## src/rtl/dpram_port_arbiter.sv

```systemverilog
// rtl/dpram_port_arbiter.sv - round-robin two-port grant arbiter for a shared dual-port RAM
module dpram_port_arbiter #(
  parameter int NUM_REQ = 4,
  parameter int DATA_W  = 32,
  parameter int ADDR_W  = 10
) (
  input  logic                       clk,
  input  logic                       reset_n,
  input  logic [NUM_REQ-1:0]         req_valid,
  input  logic [NUM_REQ-1:0]         req_write,
  input  logic [NUM_REQ*ADDR_W-1:0]  req_addr,
  input  logic [NUM_REQ*DATA_W-1:0]  req_wdata,
  output logic [NUM_REQ-1:0]         req_ready,
  output logic [NUM_REQ-1:0]         resp_valid,
  output logic [DATA_W-1:0]          resp_rdata,
  output logic                       ram_we_0,
  output logic [ADDR_W-1:0]          ram_addr_0,
  output logic [DATA_W-1:0]          ram_wdata_0,
  input  logic [DATA_W-1:0]          ram_rdata_0,
  output logic                       ram_we_1,
  output logic [ADDR_W-1:0]          ram_addr_1,
  output logic [DATA_W-1:0]          ram_wdata_1,
  input  logic [DATA_W-1:0]          ram_rdata_1
);

  localparam int IDX_W = $clog2(NUM_REQ);
  localparam logic [IDX_W-1:0] LAST_IDX = IDX_W'(NUM_REQ - 1);

  logic [IDX_W-1:0]  rr_ptr_q, rr_ptr_d;
  logic              tag0_vld_q, tag0_vld_d;
  logic [IDX_W-1:0]  tag0_idx_q, tag0_idx_d;
  logic              tag1_vld_q, tag1_vld_d;
  logic [IDX_W-1:0]  tag1_idx_q, tag1_idx_d;
  logic              hold_vld_q, hold_vld_d;
  logic [IDX_W-1:0]  hold_idx_q, hold_idx_d;
  logic [DATA_W-1:0] hold_data_q, hold_data_d;

  logic              gnt_a, gnt_b;
  logic [IDX_W-1:0]  idx_a, idx_b;
  logic [ADDR_W-1:0] addr_a;
  logic              write_a;
  logic              rd_block;

  logic [ADDR_W-1:0] addr_arr  [NUM_REQ];
  logic [DATA_W-1:0] wdata_arr [NUM_REQ];

  for (genvar g = 0; g < NUM_REQ; g++) begin : g_unpack
    assign addr_arr[g]  = req_addr[g*ADDR_W +: ADDR_W];
    assign wdata_arr[g] = req_wdata[g*DATA_W +: DATA_W];
  end

  function automatic logic [IDX_W-1:0] next_idx(input logic [IDX_W-1:0] i);
    return (i == LAST_IDX) ? '0 : i + IDX_W'(1);
  endfunction

  // Both read tags live means the response slot after next belongs to the
  // holding register, so no read may be granted on either port this cycle.
  always_comb begin
    logic [IDX_W-1:0] idx;
    logic             cand;
    gnt_a    = 1'b0;
    gnt_b    = 1'b0;
    idx_a    = '0;
    idx_b    = '0;
    addr_a   = '0;
    write_a  = 1'b0;
    cand     = 1'b0;
    rd_block = tag0_vld_q & tag1_vld_q;
    idx      = rr_ptr_q;
    for (int k = 0; k < NUM_REQ; k++) begin
      cand = reset_n & req_valid[idx] & (req_write[idx] | ~rd_block);
      if (cand && !gnt_a) begin
        gnt_a   = 1'b1;
        idx_a   = idx;
        addr_a  = addr_arr[idx];
        write_a = req_write[idx];
      end else if (cand && !gnt_b &&
                   !((addr_arr[idx] == addr_a) && (write_a || req_write[idx]))) begin
        gnt_b = 1'b1;
        idx_b = idx;
      end
      idx = next_idx(idx);
    end
  end

  always_comb begin
    req_ready   = '0;
    ram_we_0    = 1'b0;
    ram_addr_0  = '0;
    ram_wdata_0 = '0;
    ram_we_1    = 1'b0;
    ram_addr_1  = '0;
    ram_wdata_1 = '0;
    tag0_vld_d  = 1'b0;
    tag0_idx_d  = idx_a;
    tag1_vld_d  = 1'b0;
    tag1_idx_d  = idx_b;
    rr_ptr_d    = rr_ptr_q;
    if (gnt_a) begin
      req_ready[idx_a] = 1'b1;
      ram_we_0         = req_write[idx_a];
      ram_addr_0       = addr_arr[idx_a];
      ram_wdata_0      = wdata_arr[idx_a];
      tag0_vld_d       = ~req_write[idx_a];
      rr_ptr_d         = next_idx(idx_a);
    end
    if (gnt_b) begin
      req_ready[idx_b] = 1'b1;
      ram_we_1         = req_write[idx_b];
      ram_addr_1       = addr_arr[idx_b];
      ram_wdata_1      = wdata_arr[idx_b];
      tag1_vld_d       = ~req_write[idx_b];
      rr_ptr_d         = next_idx(idx_b);
    end
    hold_vld_d  = tag0_vld_q & tag1_vld_q;
    hold_idx_d  = tag1_idx_q;
    hold_data_d = hold_vld_d ? ram_rdata_1 : hold_data_q;
  end

  // tag1 and hold are never live together, nor are hold and tag0,
  // so the priority order here never drops a completion.
  always_comb begin
    resp_valid = '0;
    resp_rdata = '0;
    if (tag0_vld_q) begin
      resp_valid[tag0_idx_q] = 1'b1;
      resp_rdata             = ram_rdata_0;
    end else if (tag1_vld_q) begin
      resp_valid[tag1_idx_q] = 1'b1;
      resp_rdata             = ram_rdata_1;
    end else if (hold_vld_q) begin
      resp_valid[hold_idx_q] = 1'b1;
      resp_rdata             = hold_data_q;
    end
  end

  always_ff @(posedge clk or negedge reset_n) begin
    if (!reset_n) begin
      rr_ptr_q    <= '0;
      tag0_vld_q  <= 1'b0;
      tag0_idx_q  <= '0;
      tag1_vld_q  <= 1'b0;
      tag1_idx_q  <= '0;
      hold_vld_q  <= 1'b0;
      hold_idx_q  <= '0;
      hold_data_q <= '0;
    end else begin
      rr_ptr_q    <= rr_ptr_d;
      tag0_vld_q  <= tag0_vld_d;
      tag0_idx_q  <= tag0_idx_d;
      tag1_vld_q  <= tag1_vld_d;
      tag1_idx_q  <= tag1_idx_d;
      hold_vld_q  <= hold_vld_d;
      hold_idx_q  <= hold_idx_d;
      hold_data_q <= hold_data_d;
    end
  end

endmodule

```

## config.mk

```make
export PLATFORM = sky130hd
export DESIGN_NAME = dpram_port_arbiter
export DESIGN_NICKNAME = d
export VERILOG_FILES = /design/src/rtl/dpram_port_arbiter.sv
export SDC_FILE = /design/constraint.sdc
export NUM_CORES = 1
export LEC_CHECK = 0
export ABC_AREA = 1
export CAP_MARGIN = 10
export CELL_PAD_IN_SITES_DETAIL_PLACEMENT = 0
export CELL_PAD_IN_SITES_GLOBAL_PLACEMENT = 2
export CORE_MARGIN = 1.5
export CORE_UTILIZATION = 21
export DETAILED_ROUTE_END_ITERATION = 10
export PLACE_DENSITY_LB_ADDON = 0.3
export REMOVE_ABC_BUFFERS = 1
export SYNTH_ARGS = -nofsm -noshare
export SYNTH_HDL_FRONTEND = slang
export SYNTH_SLANG_ARGS = --single-unit
```

## constraint.sdc

```tcl
create_clock -name clk -period 9.1 [get_ports clk]
set_input_delay 1.82 -clock clk [delete_from_list [all_inputs] [get_ports clk]]
set_output_delay 1.82 -clock clk [all_outputs]
set_load 0.005 [all_outputs]
```

# Word-level counts from Yosys, hierarchy flattened
# Cells that the tools add are included.
[totals] regBits=43 inputBits=242 output_inout_bits=126 wordCells=205
[classes] add_sub_neg=5 magnitude_cmp=20 eq_ne=8 n_mux=107 bitwise_logic=23 n_reduce_logical=34
[op_table] op="$mux 32" count=9
[op_table] op="$mux 10" count=17
[op_table] op="$bmux 32 s2" count=2
[op_table] op="$bmux 10 s2" count=6
[op_table] op="$mux 2" count=19
[op_table] op="$mux 1" count=34
[op_table] op="$eq 10x10->1" count=3
[op_table] op="$lt 2x3->1 const B" count=9
[op_table] op="$bmux 1 s2" count=10
[op_table] op="$mux 4" count=5
[op_table] op="$logic_and 1x1->1" count=19
[op_table] op="$ge 3x3->1 const B" count=6
[op_table] op="$not 2->3" count=6
[op_table] op="$add 2x1->2 const B" count=5
[op_table] op="$demux 1 s2" count=5
[op_table] op="$eq 2x2->1 const B" count=5
[op_table] op="$ge 2x1->1 const B" count=5
[op_table] op="$logic_not 1->1" count=10
[op_table] op="$logic_not 10->1" count=1
[op_table] op="$and 1x1->1" count=9
[op_table] op="$or 1x1->1" count=4
[op_table] op="$or 4x4->4" count=1
[op_table] op="$logic_or 1x1->1" count=3
[op_table] op="$not 1->1" count=3
[op_table] op="$reduce_bool 2->1" count=1

# Longest topological paths before layout
[depth] depth_word=31 depth_mapped=29 depth_no_buf=25

# Least setup slack after synthesis
# Ideal clock, no wire load.
[synth_path] path_type="input port to output port" start="input req_valid[1]" end="output req_ready[2]" arrival_time_ns=3.960 required_ns=7.280 path_slack_ns=3.320 path_stages=21 n_path_buf=2 cell_sequence="nand2_1 -> nand3_1 -> nand2_1 -> nor2_4 -> nand2_4 -> buf_6 -> o21bai_1 -> nand3_1 -> nand2_1 -> nand3_1 -> nor2_1 -> nand2_1 -> nand2_1 -> nand2_1 -> nor2_1 -> nand2_1 -> nand2_1 -> inv_2 -> buf_2 -> ha_1 -> a22o_1"
[synth_via] elab_chain_cells=28 elab_cells_between_ends=87 cone_classes="order compare (4); eq/ne (3); mux (44); bitwise (9); reduce/logical (27)"
[synth_rtl] item="from (decl)" line_no="9" rtl="input logic [NUM_REQ-1:0] req_valid,"
[synth_rtl] item="parallel branches: the longest is 21 deep, another holds $mux 10"
[synth_rtl] item="$mux 2 *" line_no="72" rtl="if (cand && !gnt_a) begin"
[synth_rtl] item="net idx_b[1]" line_no="39" rtl="logic [IDX_W-1:0] idx_a, idx_b;"
[synth_rtl] item="$lt 2x3->1 (not written as such) or $ge 2x1->1 (tied branches)" line_no="108" rtl="req_ready[idx_b] = 1'b1;"
[synth_rtl] item="$logic_and 1x1->1 (not written as such)" line_no="108"
[synth_rtl] item="$mux 1 (not written as such)" line_no="108"
[synth_rtl] item="$demux 1 s2 *" line_no="108"
[synth_rtl] item="$or 4x4->4 (no source line) *"
[synth_rtl] item="$mux 4 *" line_no="107" rtl="if (gnt_b) begin"
[synth_rtl] item="to (decl)" line_no="13" rtl="output logic [NUM_REQ-1:0] req_ready,"
# Mark *: on every way through the listed nets, which the timed path passes. The select of a mux whose other input is x is not followed.

# Worst setup path after layout
[layout_path] start="input req_valid[3]" end="output ram_addr_1[3]"
[layout_via] elab_chain_cells=27 elab_cells_between_ends=74 cone_classes="eq/ne (3); mux (37); bitwise (9); reduce/logical (25)"
[layout_rtl] item="parallel branches: the longest is 26 deep, another holds $mux 10"
[layout_rtl] item="$mux 10 *" line_no="107"
[layout_rtl] item="to (decl)" line_no="21" rtl="output logic [ADDR_W-1:0] ram_addr_1,"
# Mark *: on every way between the ends. The select of a mux whose other input is x is not followed.

==> results.py <==
metrics = {
    "clock_network": {
        "numCtsBuffers": 5,
        "clk_pin_slew_ps": 60,
        "post_cts_resize_count": 0,
        "holdBufCountCts": 0,
        "cts_root_buf": "clkbuf_16",
        "cts_tree": "yes",
        "cts_num_sinks": 43,
        "h-tree-depth": 2,
        "postCtsSetupBuffers": 0,
        "insertion_delay_ps": 290,
        "clk_path_buf_depth": 2,
    },
    "status": {
        "outcome": "finished clean",
    },
    "sta": {
        "fin_setup_tns_ps": 0,
        "worst_slew_pin_slew_ps": 1151,
        "slew_headroom": 0.2327,
        "min_period_over_period": 0.8817,
        "setup_viol": 0,
        "min_period_ps": 8024,
        "rsz0062_at_grt": "false",
        "setup_slack_ps": 1076,
        "final_max_slew_viol_count": 0,
        "clock_skew_ps": 3.703,
        "hold_viol_final": 0,
        "max_freq_mhz": 124.6,
    },
    "power_and_ir_drop": {
        "ir_drop_mv": 0.3385,
        "switching_power_mw": 3.397,
        "leakagePower_nw": 6.070,
        "total_power_mw": 5.889,
        "p_clk_frac": 0.030,
        "p_per_area_mw_per_mm2": 470.6,
        "p_seq_frac": 0.058,
        "intPower_mw": 2.491,
        "comb_power_share": 0.912,
        "swShare": 0.5769,
    },
    "grt": {
        "grt_pass1_wl_mm": 61.57,
        "grt_max_degree": 89,
        "grt_overflow": 0,
        "grt_pass1_vias": 10870,
        "antenna_found_initial": 3,
        "groute.usage.overall": 0.1879,
    },
    "detailed_routing": {
        "ant_nets": 0,
        "wl_mm": 39.87,
        "viasPerCell": 4.583,
        "drcViolationCount": 0,
        "avgRoutedWirePerCell_um": 16.11,
        "dr.pass1.iters": 5,
        "vias": 11340,
        "drtIter0Drc": 591,
    },
    "synth": {
        "synth_edf_count": 0,
        "synthesis.area_mm2": 0.008447,
        "ys_seq_area_frac": 0.1274,
        "synth_top_area_share": 0.2911,
        "ys_ff_latch": 43,
        "async_flop_share": 1.000,
        "syn_inst": 1672,
        "synth_cell_types": 41,
        "yosys.area.top_type": "nand2_1",
        "synth_ff_type": "dfrtp_1",
        "ys_top_cells_by_area": "nand2_1, dfrtp_1, o21ai_0",
        "yosysWarningCount": 0,
        "avgSynthCellArea_um2": 5.052,
    },
    "layout": {
        "seqCellArea_mm2": 0.001079,
        "n_fill_cell": 4574,
        "drive_gt1_frac": 0.03593,
        "syn_to_final_growth_pct": 48.14,
        "layout.nets": 2198,
        "design_area_mm2": 0.01251,
        "multi_input_area_mm2": 0.006023,
    },
    "place": {
        "gp_congestion": 0.8839,
        "dp_hpwl_mm": 28.48,
        "postPlaceCellArea_mm2": 0.01237,
        "portBuffers": 367,
        "dp_slack_ps": 1057,
    },
    "die": {
        "initial_utilization": 0.2126,
        "core-area_mm2": 0.03973,
        "die_w_um": 203.6,
        "rows": 73,
        "fp.dieH_um": 203.6,
        "pin_count": 368,
        "die_area_mm2": 0.04143,
    },
    "run": {
        "maxCapViolations": 0,
    },
    "critical_path": {
        "r2r_start": "rr_ptr_q[1]",
        "rr_worst_depth": 24,
        "path_class": "primary input to primary output",
        "path_max_fanout": 68,
        "critPathArrivalTime_ps": 6200,
        "cp-end-kind": "primary output",
        "required_ps": 7280,
        "start_kind": "primary input",
        "critPathLaunch": "req_valid[3]",
    },
    "hold_path": {
        "hold_class": "register to register",
        "worstHoldPathCells": 0,
        "min_from": "hold_idx_d[1]",
    },
}
==> sequential cells by signal, indices dropped and copies added (netlist names) <==
register     count
tag0_idx_q       2
rr_ptr_q         2
hold_idx_q       2
tag1_vld_q       1
hold_vld_q       1
hold_idx_d       2
hold_data_q     32
tag0_vld_q       1
==> layout make-up <==
cell class / count / area share
repair buffers: 386 / 0.3066
flip-flops and latches: 43 / 0.08619
well taps: 525 / 0.05249
multi-input cells: 1306 / 0.4814
inverters: 205 / 0.06169
diodes: 2 / 0.0004000
clock inverters: 2 / 0.0009999
clock buffers: 6 / 0.01030
==> critical path, stage by stage <==
cell and delay, ps:
clkdlybuf4s50_1 520, nand2_1 70, nand2_1 130, nor2_1 70, nor2_4 240, nand2_4 190
inv_2 250, nand2_1 140, nand2_1 110, nand2_1 50, nand2_1 70, nand3_1 90
nor2_1 110, nand2_1 110, nand2_1 110, nand2_1 90, nand2_4 360, nand2_4 310
buf_12 290, nand2_1 100, nand2_1 50, nand2_1 50, nand2_1 60, nor2_1 180
clkdlybuf4s50_1 540
==> Yosys cell counts, types with 2 or more instances <==
| cell | instances |
|---|---|
| buf_4 | 4 |
| buf_6 | 12 |
| nand3_1 | 112 |
| a21oi_1 | 93 |
| o21ai_1 | 44 |
| a22o_1 | 4 |
| buf_2 | 49 |
| ha_1 | 9 |
| clkbuf_1 | 43 |
| a31oi_1 | 4 |
| a22oi_1 | 32 |
| clkinv_1 | 3 |
| nor2_1 | 75 |
| nand2_4 | 2 |
| o21ai_0 | 156 |
| nand2_2 | 7 |
| a21oi_2 | 3 |
| nand2_1 | 655 |
| nor2_2 | 3 |
| nor3_1 | 41 |
| dfrtp_1 | 43 |
| nand3b_1 | 46 |
| inv_2 | 14 |
| and2_1 | 2 |
| o22ai_1 | 5 |
| inv_1 | 187 |
| buf_1 | 10 |
==> power by group through the flow <==
| stage | clock network [mW] | logic, mW | registers [mW] |
|---|---|---|---|
| detailed placement | 0 | 5.44 | 0.346 |
| global placement | 0 | 5.45 | 0.342 |
| floorplan | 0 | 2.80 | 0.391 |
| finish | 0.175 | 5.37 | 0.342 |
| global route | 0.190 | 6.08 | 0.354 |
| CTS | 0.183 | 5.48 | 0.342 |
==> kinds of logic after synthesis <==
logic type | Yosys count | synth area share
compound gates | 347 | 0.2217
xor+xnor | 1 | 0.001037
fa+ha+maj | 9 | 0.01333
buf+inv | 323 | 0.1635
flops | 43 | 0.1274
simple gates | 949 | 0.4730
==> routing by layer <==
| metal | vias up | wire (um) | track usage |
|---|---|---|---|
| met5 | - | 13 | 0 |
| met4 | 2 | 384 | 0.03069 |
| met3 | 24 | 2672 | 0.03324 |
| met2 | 352 | 18330 | 0.3213 |
| met1 | 5089 | 18470 | 0.2488 |
| li1 | 5877 | - | - |
==> layout by cell type (no fill, tap or decap), drive strengths merged, types with 2 or more instances in the layout <==
| master | synthesis | routed |
|---|---|---|
| a21oi | 96 | 96 |
| a22o | 4 | 4 |
| a22oi | 32 | 32 |
| a31oi | 4 | 4 |
| and2 | 2 | 2 |
| buf | 75 | 20 |
| clkbuf | 43 | 6 |
| clkdlybuf4s50 | 0 | 366 |
| clkinv | 3 | 2 |
| dfrtp | 43 | 43 |
| diode | 0 | 2 |
| ha | 9 | 9 |
| inv | 202 | 204 |
| nand2 | 664 | 664 |
| nand3 | 113 | 113 |
| nand3b | 46 | 46 |
| nor2 | 79 | 79 |
| nor3 | 41 | 41 |
| o21ai | 200 | 200 |
| o22ai | 5 | 5 |
| or2 | 3 | 3 |
==> path summary, 6_finish.rpt <==
| check | end | slack [ps] |
|---|---|---|
| max | ram_addr_1[3] | 1080 |
| min | hold_idx_q[1] | 400 |
| max reg2reg | rr_ptr_q[0] | 3470 |
| min reg2reg | hold_idx_q[1] | 400 |
| max in group asynchronous | tag0_vld_q | 6950 |
| min in group asynchronous | hold_vld_q | 1350 |
==> metrics by stage <==
stage                     hold WS [ps]  std cells    util
after global placement           381.7       2465  0.3113
final                            400.3       2475  0.3149
after CTS                        403.4       2473  0.3148
after floorplan                  374.1       1554       -
after detailed placement         383.7       2465  0.3113
after global routing             406.9       2475  0.3149
(Power assumes the default switching activity.)
